### src/rtl/mtm_riscv_soc_timer.sv
// Memory-mapped timer: prescaled free-running counter, compare match, level irq.
// Single-cycle bus slave, never stalls, one registered response per request.
module mtm_riscv_soc_timer #(
    parameter int CNT_WIDTH   = 32,
    parameter int PRESC_WIDTH = 8
) (
    input  logic        clk,
    input  logic        rst_n,
    input  logic        req,
    output logic        gnt,
    input  logic [31:0] addr,
    input  logic        we,
    input  logic [3:0]  be,
    input  logic [31:0] wdata,
    output logic        rvalid,
    output logic        err,
    output logic [31:0] rdata,
    output logic        irq
);

    logic                   en;
    logic                   irq_en;
    logic                   auto_clr;
    logic [PRESC_WIDTH-1:0] presc;
    logic [PRESC_WIDTH-1:0] presc_cnt;
    logic [CNT_WIDTH-1:0]   count;
    logic [CNT_WIDTH-1:0]   cmp;
    logic                   match;

    logic [11:0] off;
    logic        sel_ctrl;
    logic        sel_count;
    logic        sel_cmp;
    logic        sel_status;
    logic        bad;
    logic        wr;
    logic [31:0] wmask;
    logic [31:0] ctrl_val;
    logic [31:0] count_ext;
    logic [31:0] cmp_ext;
    logic [31:0] ctrl_wval;
    logic [31:0] count_wval;
    logic [31:0] cmp_wval;
    logic [31:0] rd_mux;
    logic        ctrl_wr;
    logic        count_wr;
    logic        cmp_wr;
    logic        match_clr;
    logic        presc_clr;
    logic        tick;
    logic        cmp_hit;
    logic        unused;

    assign gnt = req;

    assign off        = addr[11:0];
    assign sel_ctrl   = (off == 12'h000);
    assign sel_count  = (off == 12'h004);
    assign sel_cmp    = (off == 12'h008);
    assign sel_status = (off == 12'h00C);
    assign bad        = !(sel_ctrl || sel_count || sel_cmp || sel_status);

    assign wr    = req && we && !bad;
    assign wmask = {{8{be[3]}}, {8{be[2]}}, {8{be[1]}}, {8{be[0]}}};

    always_comb begin
        ctrl_val                  = '0;
        ctrl_val[0]               = en;
        ctrl_val[1]               = irq_en;
        ctrl_val[2]               = auto_clr;
        ctrl_val[8+:PRESC_WIDTH]  = presc;
    end

    assign count_ext = 32'(count);
    assign cmp_ext   = 32'(cmp);

    // Byte-merged write values; unmasked lanes keep the current contents.
    assign ctrl_wval  = (ctrl_val & ~wmask) | (wdata & wmask);
    assign count_wval = (count_ext & ~wmask) | (wdata & wmask);
    assign cmp_wval   = (cmp_ext & ~wmask) | (wdata & wmask);

    assign ctrl_wr   = wr && sel_ctrl;
    assign count_wr  = wr && sel_count;
    assign cmp_wr    = wr && sel_cmp;
    assign match_clr = wr && sel_status && be[0] && wdata[0];

    assign presc_clr = ctrl_wr &&
        ((ctrl_wval[8+:PRESC_WIDTH] != presc) || (en && !ctrl_wval[0]));

    assign tick    = en && (presc_cnt == presc);
    assign cmp_hit = (count == cmp);

    always_comb begin
        rd_mux = '0;
        case (off)
            12'h000: rd_mux = ctrl_val;
            12'h004: rd_mux = count_ext;
            12'h008: rd_mux = cmp_ext;
            12'h00C: rd_mux = {31'b0, match};
            default: rd_mux = '0;
        endcase
    end

    always_ff @(posedge clk or negedge rst_n) begin
        if (!rst_n) begin
            rvalid <= 1'b0;
            err    <= 1'b0;
            rdata  <= '0;
        end else begin
            rvalid <= req;
            err    <= req && bad;
            rdata  <= (req && !we && !bad) ? rd_mux : '0;
        end
    end

    always_ff @(posedge clk or negedge rst_n) begin
        if (!rst_n) begin
            en       <= 1'b0;
            irq_en   <= 1'b0;
            auto_clr <= 1'b0;
            presc    <= '0;
        end else if (ctrl_wr) begin
            en       <= ctrl_wval[0];
            irq_en   <= ctrl_wval[1];
            auto_clr <= ctrl_wval[2];
            presc    <= ctrl_wval[8+:PRESC_WIDTH];
        end
    end

    always_ff @(posedge clk or negedge rst_n) begin
        if (!rst_n) begin
            presc_cnt <= '0;
        end else if (!en || presc_clr || tick) begin
            presc_cnt <= '0;
        end else begin
            presc_cnt <= presc_cnt + PRESC_WIDTH'(1);
        end
    end

    // A bus write to COUNT overrides the tick update; MATCH still uses the old COUNT.
    always_ff @(posedge clk or negedge rst_n) begin
        if (!rst_n) begin
            count <= '0;
        end else if (count_wr) begin
            count <= count_wval[CNT_WIDTH-1:0];
        end else if (tick) begin
            count <= (cmp_hit && auto_clr) ? '0 : count + CNT_WIDTH'(1);
        end
    end

    always_ff @(posedge clk or negedge rst_n) begin
        if (!rst_n) begin
            cmp <= '0;
        end else if (cmp_wr) begin
            cmp <= cmp_wval[CNT_WIDTH-1:0];
        end
    end

    always_ff @(posedge clk or negedge rst_n) begin
        if (!rst_n) begin
            match <= 1'b0;
            irq   <= 1'b0;
        end else begin
            if (tick && cmp_hit) begin
                match <= 1'b1;
            end else if (match_clr) begin
                match <= 1'b0;
            end
            irq <= match && irq_en;
        end
    end

    assign unused = ^{addr[31:12], ctrl_wval, count_wval, cmp_wval};

endmodule

### config.mk
export PLATFORM = sky130hd
export DESIGN_NAME = mtm_riscv_soc_timer
export DESIGN_NICKNAME = d
export VERILOG_FILES = /design/src/rtl/mtm_riscv_soc_timer.sv
export SDC_FILE = /design/constraint.sdc
export NUM_CORES = 1
export LEC_CHECK = 0
export ABC_AREA = 1
export CAP_MARGIN = 20
export CORE_MARGIN = 4
export CORE_UTILIZATION = 40
export DETAILED_ROUTE_END_ITERATION = 16
export SLEW_MARGIN = 20
export SYNTH_ARGS = -nofsm -noshare
export SYNTH_HDL_FRONTEND = slang
export SYNTH_SLANG_ARGS = --single-unit
### constraint.sdc
create_clock -name clk -period 1.9 [get_ports clk]
set_input_delay 0.285 -clock clk [delete_from_list [all_inputs] [get_ports clk]]
set_output_delay 0.285 -clock clk [all_outputs]
set_load 0.02 [all_outputs]
# Word level (Yosys, flattened, before mapping)
# Index checks and enable logic that the tools add are counted.
[word_totals]
reg_bits = 119
romBits = 0
word_cells = 66
in_bits = 72
output_inout_bits = 36
latchBits = 0
mem_count = 0
ram_bits = 0
[classes]
mux = 8
magnitude_cmp = 0
n_reduce_logical = 30
multipliers = 0
n_shift = 0
bitwise_logic = 8
n_div = 0
n_eq_ne = 6
addsub = 2
[ops]
columns = ["cell", "count"]
rows = [
  ["2-to-1 mux 32 bit", 4],
  ["case mux 32 bit (4 select lines)", 1],
  ["AND 32 bit", 3],
  ["OR 32 bit", 2],
  ["adder 32 x 1 -> 32 bit (second input constant)", 1],
  ["== test 32 bit", 1],
  ["NOT 32 bit", 1],
  ["== test 12 x 4 -> 1 bit (second input constant)", 2],
  ["logical AND 1 bit", 17],
  ["AND 16 bit", 1],
  ["OR 16 bit", 1],
  ["== test 12 x 3 -> 1 bit (second input constant)", 1],
  ["logical NOT 12 bit", 1],
  ["adder 8 x 1 -> 8 bit (second input constant)", 1],
  ["== test 8 bit", 1],
  ["2-to-1 mux 8 bit", 1],
  ["!= test 8 bit", 1],
  ["logical OR 1 bit", 6],
  ["logical NOT 1 bit", 4],
  ["nonzero test 2 bit", 2],
  ["2-to-1 mux 1 bit", 2],
]

# Depth between registers and ports, before layout
# Gate-level depths: netlist of run 1.
[logic_depth]
ltp_word = 10
depth_mapped = 13
mapped_depth_nobuf = 12

# Least setup slack after synthesis of run 1
# Ideal clock, no wire load.
[synth_path]
path_type = "reg2reg"
from = "register (tool-made name)"
to = "register (tool-made name)"
stages_incl_launch_ff = 10
slack_ns = 0.299
synth_period_minus_slack_ns = 1.601
required_ns = 1.823
n_path_buf = 0
setup_time_ns = 0.077
t_arrival_ns = 1.523
path_cell_list = "dfrtp_1 ha_1 nand2_1 nor2_2 nand2_1 nor2_1 nand3_1 xor2_1 nand3_1 a21oi_1"

==> impl_metrics.py, run 1 <==
metrics = {
    "timing": {
        "slew_headroom_pct": 76.4,
        "worst_hold_slack_ps": 313,
        "setup_slack_ps": 83.0,
        "clock.fmax_mhz": 550,
        "drv_slew": 0,
        "tightest_slew_ps": 354,
        "period_share_pct": 95.6,
        "finalHoldViolCount": 0,
        "fin_crit_ps": 1820,
        "fin_worst_skew_ps": 9.38,
        "finalSetupViolCount": 0,
    },
    "detailed_routing": {
        "via_per_inst": 4.98,
        "wl_per_cell_um": 15.7,
        "drt_iter0_drc": 392,
        "ant_nets": 0,
        "dr.pass1.iters": 5,
        "drc": 0,
        "routed_wl_mm": 21.4,
        "route.vias.total": 6776,
    },
    "clock_network": {
        "clockRootBuffer": "clkbuf_16",
        "cts_buffers": 17,
        "cts_sinks": 119,
        "cts_max_path_buffers": 2,
        "cts_tree": "built",
        "clkSlewWorstSetupHoldPaths_ps": 60,
        "htree_levels": 4,
        "clkLatencyLatePin_ps": 430,
    },
    "cells_and_area": {
        "final_cell_mix": "nand2_1, inv_1, nor2_1, dfrtp_1, buf_4",
        "fin_cells": 1360,
        "multi_input_area_sq_um": 3540,
        "area_delta_synth_final_pct": 36.6,
        "fin_area_sq_um": 9630,
        "drive_gt1_share_pct": 18.2,
        "fillers": 1678,
        "final_common_cell": "nand2_1",
        "utilization_pct": 55.7,
        "regArea_sq_um": 2990,
        "fin_nets": 1196,
        "num_antenna_cells": 0,
    },
    "worst_setup_path": {
        "arrival_ps": 2170,
        "crit_path_start_kind": "register",
        "cp.required_ps": 2250,
        "path_max_fanout": 7,
        "endpoint_kind": "register",
        "worst-setup-path-type": "reg2reg",
    },
    "yosys": {
        "synth_warnings": 0,
        "ys_ff_latch": 119,
        "ys_types": 40,
        "netlist_instances": 940,
        "syn_avg_cell_area_sq_um": 7.50,
        "synth_area_sq_um": 7050,
        "ys_seq_area_share_pct": 42.2,
        "syn_nets": 1014,
    },
    "die": {
        "die_area_sq_um": 19800,
        "initial_core_util_pct": 40.8,
        "pin_count": 108,
        "placementRows": 48,
        "die_h_um": 141,
        "die_w_um": 141,
        "fp.coreArea_sq_um": 17300,
    },
    "global_route": {
        "grt_pass1_vias": 6671,
        "grt_use_total_pct": 22.2,
        "overflow": 0,
        "grt_max_degree": 63,
        "grt_pass1_wl_mm": 34.6,
        "antenna_found_initial": 0,
    },
    "placed_design": {
        "dp_hpwl_mm": 16.0,
        "placed_area_sq_um": 8910,
        "gp_congestion": 0.949,
        "port_buffers": 87,
        "dpl.cell_count": 1322,
        "place_ws_ps": -264,
    },
    "power": {
        "p_leak_nw": 4.59,
        "p_per_area_nw_per_um2": 1020,
        "ir_worst_vdd_mv": 0.789,
    },
    "min_path": {
        "hp-class": "in2async",
    },
    "job": {
        "drv_cap": 0,
    },
    "status": {
        "status": "finished, final reports clean",
    },
}
where the power goes:
part           switching (mW)  internal [mW]
Clock                    1.19           1.89
Combinational            1.76           1.45
Sequential              0.543           2.94
Total                    3.50           6.28
worst max-delay path, cell delays in order, from the launching register on:
cell and delay (ps):
dfrtp_1 430, inv_1 150, nor2_4 190, nand2_1 160, nor2_4 240, nand2_1 100, xor2_1 160, nand3b_1 180
a21oi_1 140
cell usage after synthesis:
library cell	count	area (sq um)
nand2_1	228	856
dfrtp_1	119	2980
inv_1	118	443
nor2_1	117	439
a21oi_1	52	260
nand3_1	47	235
o21ai_0	41	205
xor2_1	28	245
xnor2_1	25	219
nand4_1	21	131
buf_2	15	75.1
mux2_2	14	158
nand3b_1	13	97.6
nor3_1	13	65.1
o22ai_1	11	68.8
o221ai_1	9	78.8
clkbuf_1	8	30.0
clkbuf_2	8	40.0
o21ai_1	7	35.0
inv_2	6	22.5
nand2_2	6	37.5
buf_4	4	30.0
nor2_2	4	25.0
nor2_4	4	45.0
nor3_2	3	30.0
ha_1	2	25.0
nand2_4	2	22.5
nand3_2	2	20.0
o211ai_1	2	15.0
a211oi_1	1	7.51
a22oi_1	1	7.51
a31oi_1	1	6.26
buf_1	1	3.75
nand3_4	1	17.5
nand4_2	1	12.5
nand4_4	1	21.3
nor2_8	1	20.0
o2111ai_1	1	8.76
o21a_1	1	7.51
o31ai_1	1	7.51
per-layer routing:
layer / GRT usage (%) / vias up / wire length, um
met5: 0 / - / 0
met4: 5.97 / 0 / 388
met3: 5.39 / 32 / 1220
met2: 36.3 / 197 / 10100
met1: 29.5 / 3170 / 9630
li1: - / 3377 / -
path summary, 6_finish.rpt:
kind | from | cells past startpoint | slack [ps] | end
max | register | 8 | 80 | register
min | rst_n | 2 | 310 | async pin
max reg2reg | register | 8 | 80 | register
min reg2reg | match | 2 | 480 | irq
max in group asynchronous | rst_n | 3 | 910 | async pin
min in group clk | req | 1 | 400 | rvalid
cell families (layout without fill, tap and decap cells):
group | count (synthesis) | count (layout) | synth area share (%)
and+or+nand+nor | 464 | 465 | 29.4
adders and majority gates | 2 | 2 | 0.355
xor gates and xnor gates | 53 | 53 | 6.58
buffers and inverters | 160 | 354 | 9.14
DFF | 119 | 119 | 42.2
AOI/OAI and AO/OA | 128 | 128 | 10.0
muxes | 14 | 14 | 2.24
repair_timing:
item	in CTS	in global routing
setup buffers	0	4
gates resized for setup	0	28
setup endpoints to repair	0	32
hold buffers	1	0
hold endpoints to repair	20	0
cell type report:
type,instances,share of cell area (%)
Clock buffer,21,4.88
Clock inverter,11,1.04
Inverter,124,4.83
Multi-Input combinational cell,662,36.7
Sequential cell,119,31.0
Tap cell,225,2.92
Timing Repair Buffer,198,18.6
through the flow:
step	total power, mW	TNS, ps
2_1_floorplan	5.40	0
3_3_place_gp	6.46	-17260
3_5_place_dp	6.51	-19810
4_1_cts	9.65	0
5_1_grt	10.4	-61.6
6_report	9.78	0
(Power assumes the default switching activity.)
==> run 2: changes to the inputs <==
Settings changed: CORE_MARGIN 4 to not set.
Clock period 1.9 ns to 2.2 ns, I/O delays scaled along.
==> run 2 against run 1 <==
Effect of this change: wire length down 5.8%; combinational power shrank 26%; register-to-register slack better by 120 ps; design area decreased by 4.7%; sequential power down 13%; die area shrank 8.3%; first-iteration DRC count is 1.5% lower; non-clock buffer count shrank 49.
==> impl_metrics.py, run 2 (synthesized netlist as in run 1, its figures left out) <==
metrics = {
    "global_route": {
        "grt_pass1_wl_mm": 32.8,
        "overflow": 0,
        "grt_max_degree": 46,
        "antenna_found_initial": 0,
        "grt_use_total_pct": 23.8,
        "grt_pass1_vias": 6297,
    },
    "die": {
        "die_h_um": 135,
        "die_area_sq_um": 18200,
        "pin_count": 108,
        "fp.coreArea_sq_um": 17200,
        "initial_core_util_pct": 40.9,
        "die_w_um": 135,
        "placementRows": 48,
    },
    "cells_and_area": {
        "final_common_cell": "nand2_1",
        "area_delta_synth_final_pct": 30.2,
        "fin_area_sq_um": 9180,
        "utilization_pct": 53.3,
        "fillers": 1667,
        "final_cell_mix": "nand2_1, dfrtp_1, inv_1, nor2_1, clkdlybuf4s50_1",
        "drive_gt1_share_pct": 12.4,
        "num_antenna_cells": 0,
        "fin_nets": 1146,
    },
    "power": {
        "p_per_area_nw_per_um2": 896,
        "ir_worst_vdd_mv": 0.605,
        "p_leak_nw": 4.37,
    },
    "clock_network": {
        "cts_sinks": 119,
        "cts_buffers": 17,
        "cts_tree": "built",
        "clkSlewWorstSetupHoldPaths_ps": 50,
        "htree_levels": 4,
        "clockRootBuffer": "clkbuf_16",
        "cts_max_path_buffers": 2,
        "clkLatencyLatePin_ps": 420,
    },
    "min_path": {
        "hp-class": "in2async",
    },
    "detailed_routing": {
        "drc": 0,
        "routed_wl_mm": 20.2,
        "via_per_inst": 5.02,
        "dr.pass1.iters": 5,
        "ant_nets": 0,
        "route.vias.total": 6567,
        "wl_per_cell_um": 15.4,
        "drt_iter0_drc": 386,
    },
    "worst_setup_path": {
        "crit_path_start_kind": "register",
        "path_max_fanout": 17,
        "worst-setup-path-type": "reg2reg",
        "cp.required_ps": 2520,
        "endpoint_kind": "register",
        "arrival_ps": 2310,
    },
    "timing": {
        "fin_worst_skew_ps": 9.64,
        "finalHoldViolCount": 0,
        "slew_headroom_pct": 67.0,
        "period_share_pct": 90.7,
        "tightest_slew_ps": 495,
        "fin_crit_ps": 1990,
        "finalSetupViolCount": 0,
        "rsz0062_at_grt": "no",
        "drv_slew": 0,
        "clock.fmax_mhz": 501,
    },
    "placed_design": {
        "dp_hpwl_mm": 15.5,
        "placed_area_sq_um": 8580,
        "port_buffers": 87,
        "gp_congestion": 0.925,
    },
    "status": {
        "status": "finished, final reports clean",
    },
    "job": {
        "drv_cap": 0,
    },
}
run 2: metrics by stage:
step | instances | power (mW) | TNS, ps | hold WS, ps | setup slack, ps
2_1_floorplan | 940 | 4.66 | 0 | 34.4 | 599
3_3_place_gp | 1277 | 5.38 | -40.0 | 326 | -7.50
3_5_place_dp | 1277 | 5.43 | -240 | 327 | -27.2
4_1_cts | 1308 | 8.26 | 0 | 434 | 210
5_1_grt | 1308 | 8.73 | 0 | 473 | 48.6
6_report | 1308 | 8.22 | 0 | 418 | 205
run 2: layout make-up:
| cell class | count | area (sq um) | area share, % |
|---|---|---|---|
| Tap cell | 225 | 282 | 3.07 |
| Inverter | 124 | 465 | 5.07 |
| Sequential cell | 119 | 2980 | 32.4 |
| Clock inverter | 8 | 124 | 1.35 |
| Timing Repair Buffer | 149 | 1440 | 15.6 |
| Clock buffer | 22 | 464 | 5.06 |
| Multi-Input combinational cell | 661 | 3430 | 37.4 |
run 2: worst max-delay path, stage by stage, from the launching register on:
cell	delay [ps]
dfrtp_1	460
xnor2_1	270
nand2_1	70
nor2_1	190
nand2_1	100
nor2_1	190
nand3_1	130
buf_4	230
nand3_1	100
nand2_1	50
nand2_1	50
nand2_1	50
run 2: per-layer routing:
metal	share of wire, %	GRT usage [%]	wire, um
met1	47	32.9	9390
met2	46	37.6	9260
met3	5.5	3.87	1110
met4	2.0	8.43	401
met5	0	0	0
run 2: what timing repair did:
item | in CTS | in global routing
resized for setup | 0 | 0
hold buffers | 1 | 0
hold endpoints to repair | 35 | 0
buffers inserted | 0 | 0
run 2: path summary, 6_finish.rpt:
| check | start | end | slack (ps) | cells after the start |
|---|---|---|---|---|
| setup reg to reg | register | register | 210 | 11 |
| hold reg to reg | match | irq | 460 | 2 |
| max in group asynchronous | rst_n | async pin | 1160 | 3 |
| hold / removal | rst_n | rvalid | 420 | 2 |
| setup / recovery | register | register | 210 | 11 |
| min in group clk | match | irq | 460 | 2 |
run 2: report_power, final:
group / switching, mW / internal, mW
Sequential: 0.519 / 2.53
Combinational: 1.34 / 1.03
Clock: 0.989 / 1.82
Total: 2.85 / 5.38
==> run 3: changes to the inputs <==
Settings changed: ABC_AREA 1 to not set.
==> run 3 against run 2 <==
Effect of this change: cell count is 20% lower; wire length increased by 1.1%; largest power group is now the clock network; critical path depth shrank 1; largest cell class unchanged; power is 34% lower; non-clock buffer count is 104 higher; clock power rose by 6%; synthesized area down 12%; the run now ends with negative setup slack left; sequential share of layout area is 1.1 points lower; setup slack lost 270 ps; synthesized cell count down 35%.
==> impl_metrics.py, run 3 <==
metrics = {
    "status": {
        "status": "finished with violations",
        "violations": "negative setup slack",
    },
    "worst_setup_path": {
        "crit_slowest_cell": "dfrtp_1",
        "endpoint_kind": "register",
        "cp_top_family": "simple AND/OR/NAND/NOR gates",
        "cpMostUsedCell": "buf_6",
        "max_stage_delay_ps": 420,
        "path_cells": "xor2_1 > nor4_2 > nand4_1 > buf_6 > buf_6 > mux2_4 > buf_6 > buf_6 > a32oi_2 > nand3_2",
        "crit_path_start_kind": "register",
        "path_max_fanout": 4,
        "cp.required_ps": 2500,
        "arrival_ps": 2560,
        "worst-setup-path-type": "reg2reg",
        "crit_buf_inv": 4,
    },
    "cells_and_area": {
        "regArea_sq_um": 2980,
        "num_antenna_cells": 0,
        "final_common_cell": "buf_4",
        "area_delta_synth_final_pct": 53.7,
        "multi_input_area_sq_um": 3330,
        "fin_area_sq_um": 9510,
        "fin_nets": 922,
        "utilization_pct": 62.8,
        "fin_cells": 1048,
        "drive_gt1_share_pct": 35.9,
        "final_cell_mix": "buf_4, dfrtp_1, clkdlybuf4s50_1, nor2_1, xor2_1",
        "fillers": 1249,
    },
    "detailed_routing": {
        "route.vias.total": 6015,
        "ant_nets": 0,
        "topRoutingLayerUsed": "met4",
        "met1_length_mm": 8.91,
        "drc": 0,
        "routed-wl-met3_um": 963,
        "dr_wl_met2_mm": 10.0,
        "dr.pass1.iters": 5,
        "routed_wl_mm": 20.4,
        "wl_per_cell_um": 19.4,
        "drt_iter0_drc": 474,
        "via_per_inst": 5.74,
    },
    "die": {
        "fp.coreArea_sq_um": 15100,
        "die_area_sq_um": 16000,
        "initial_core_util_pct": 40.9,
        "placementRows": 45,
        "die_h_um": 126,
        "die_w_um": 126,
        "pin_count": 108,
    },
    "power": {
        "p_leak_nw": 4.36,
        "p_per_area_nw_per_um2": 570,
        "total_power_mw": 5.43,
        "ir_worst_vdd_mv": 0.495,
    },
    "timing": {
        "period_share_pct": 103,
        "rsz0062_at_grt": "yes",
        "drv_slew": 0,
        "worst_hold_slack_ps": 262,
        "setup_slack_ps": -61.2,
        "finalSetupViolCount": 12,
        "slew_headroom_pct": 57.5,
        "finalHoldViolCount": 0,
        "fin_crit_ps": 2260,
        "clock.fmax_mhz": 442,
        "fin_worst_skew_ps": 7.87,
        "tightest_slew_ps": 638,
        "finalSetupTns_ps": -244,
    },
    "global_route": {
        "grt_pass1_wl_mm": 31.8,
        "grt_pass1_vias": 6012,
        "grt_use_total_pct": 26.1,
        "grt_max_degree": 116,
        "antenna_found_initial": 0,
        "overflow": 0,
    },
    "clock_network": {
        "htree_levels": 4,
        "clockRootBuffer": "clkbuf_16",
        "clkLatencyLatePin_ps": 420,
        "cts_tree": "built",
        "cts_buffers": 17,
        "clkSlewWorstSetupHoldPaths_ps": 60,
        "cts_max_path_buffers": 2,
        "cts_sinks": 119,
    },
    "yosys": {
        "synth.top_cell.area_share_pct": 48.1,
        "synth_area_sq_um": 6190,
        "synth_common_cells": "dfrtp_1, nor2_1, xor2_1",
        "syn_nets": 686,
        "ys_types": 51,
        "netlist_instances": 612,
        "yosysTopAreaCell": "dfrtp_1",
        "synth.most_common_cell": "dfrtp_1",
        "synth.area.top_cells": "dfrtp_1, mux2_2, xor2_1",
        "syn_avg_cell_area_sq_um": 10.1,
        "synth-async-reset-ratio_pct": 100,
        "ys_ff_latch": 119,
        "synth_ff_type": "dfrtp_1",
        "synth_edf_count": 0,
        "synth_warnings": 0,
        "ys_seq_area_share_pct": 48.1,
    },
    "min_path": {
        "hp-class": "in2async",
    },
    "job": {
        "drv_cap": 0,
    },
    "placed_design": {
        "dp_hpwl_mm": 14.5,
        "dpl.cell_count": 993,
        "placed_area_sq_um": 8310,
        "place_ws_ps": -739,
        "port_buffers": 87,
        "gp_congestion": 0.917,
    },
}
==> run 3: cell type report <==
class / instances / share of cell area (%)
Timing Repair Buffer: 253 / 23.8
Multi-Input combinational cell: 436 / 35.0
Inverter: 21 / 0.829
Sequential cell: 119 / 31.3
Tap cell: 188 / 2.47
Clock inverter: 12 / 1.85
Clock buffer: 19 / 4.76
==> run 3: layer usage <==
metal / global-route usage [%] / vias to the layer above
met3: 4.43 / 42
li1: - / 2739
met1: 33.5 / 3025
met2: 44.1 / 209
met5: 0 / -
met4: 10.3 / 0
==> run 3: logic make-up (layout without fill, tap and decap cells) <==
kind of cell / count (synthesis) / in the layout / share of synthesized area [%]
multiplexers: 47 / 47 / 8.77
buffers and inverters: 57 / 305 / 3.64
AND/OR/NAND/NOR: 202 / 202 / 16.3
XOR/XNOR: 54 / 54 / 7.64
adder cells (fa/ha/maj): 2 / 2 / 0.404
AO/OA/AOI/OAI: 131 / 131 / 15.1
flip-flops: 119 / 119 / 48.1
==> run 3: what timing repair did <==
| action | in CTS | in global routing |
|---|---|---|
| buffers inserted | 14 | 9 |
| hold endpoints to repair | 4 | 0 |
| setup endpoints to repair | 88 | 56 |
| resized for setup | 48 | 73 |
| hold buffers | 1 | 0 |
| pin swaps | 18 | 35 |
| cloned | 0 | 1 |
==> run 3: path summary, 6_finish.rpt <==
kind                           from        end  slack [ps]  depth (start not counted)
max                        presc[4]   register         -60                         10
min                           rst_n   rdata[0]         260                          2
max reg2reg                presc[4]   register         -60                         10
min reg2reg                   match        irq         530                          1
max in group asynchronous     rst_n  rdata[18]        1120                          3
min in group clk            addr[1]        err         480                          5
==> run 3: worst reg2reg max path, cell delays in order, from the launching register on <==
cell	delay, ps
dfrtp_1	420
xor2_1	190
nor4_2	300
nand4_1	180
buf_6	170
buf_6	110
mux2_4	280
buf_6	130
buf_6	110
a32oi_2	180
nand3_2	90
==> run 3: power breakdown <==
| group | switching, mW | internal, mW | leakage (nW) | total [mW] |
|---|---|---|---|---|
| Sequential | 0.00257 | 2.19 | 1.61 | 2.20 |
| Combinational | 0.126 | 0.127 | 2.46 | 0.253 |
| Clock | 1.03 | 1.94 | 0.293 | 2.98 |
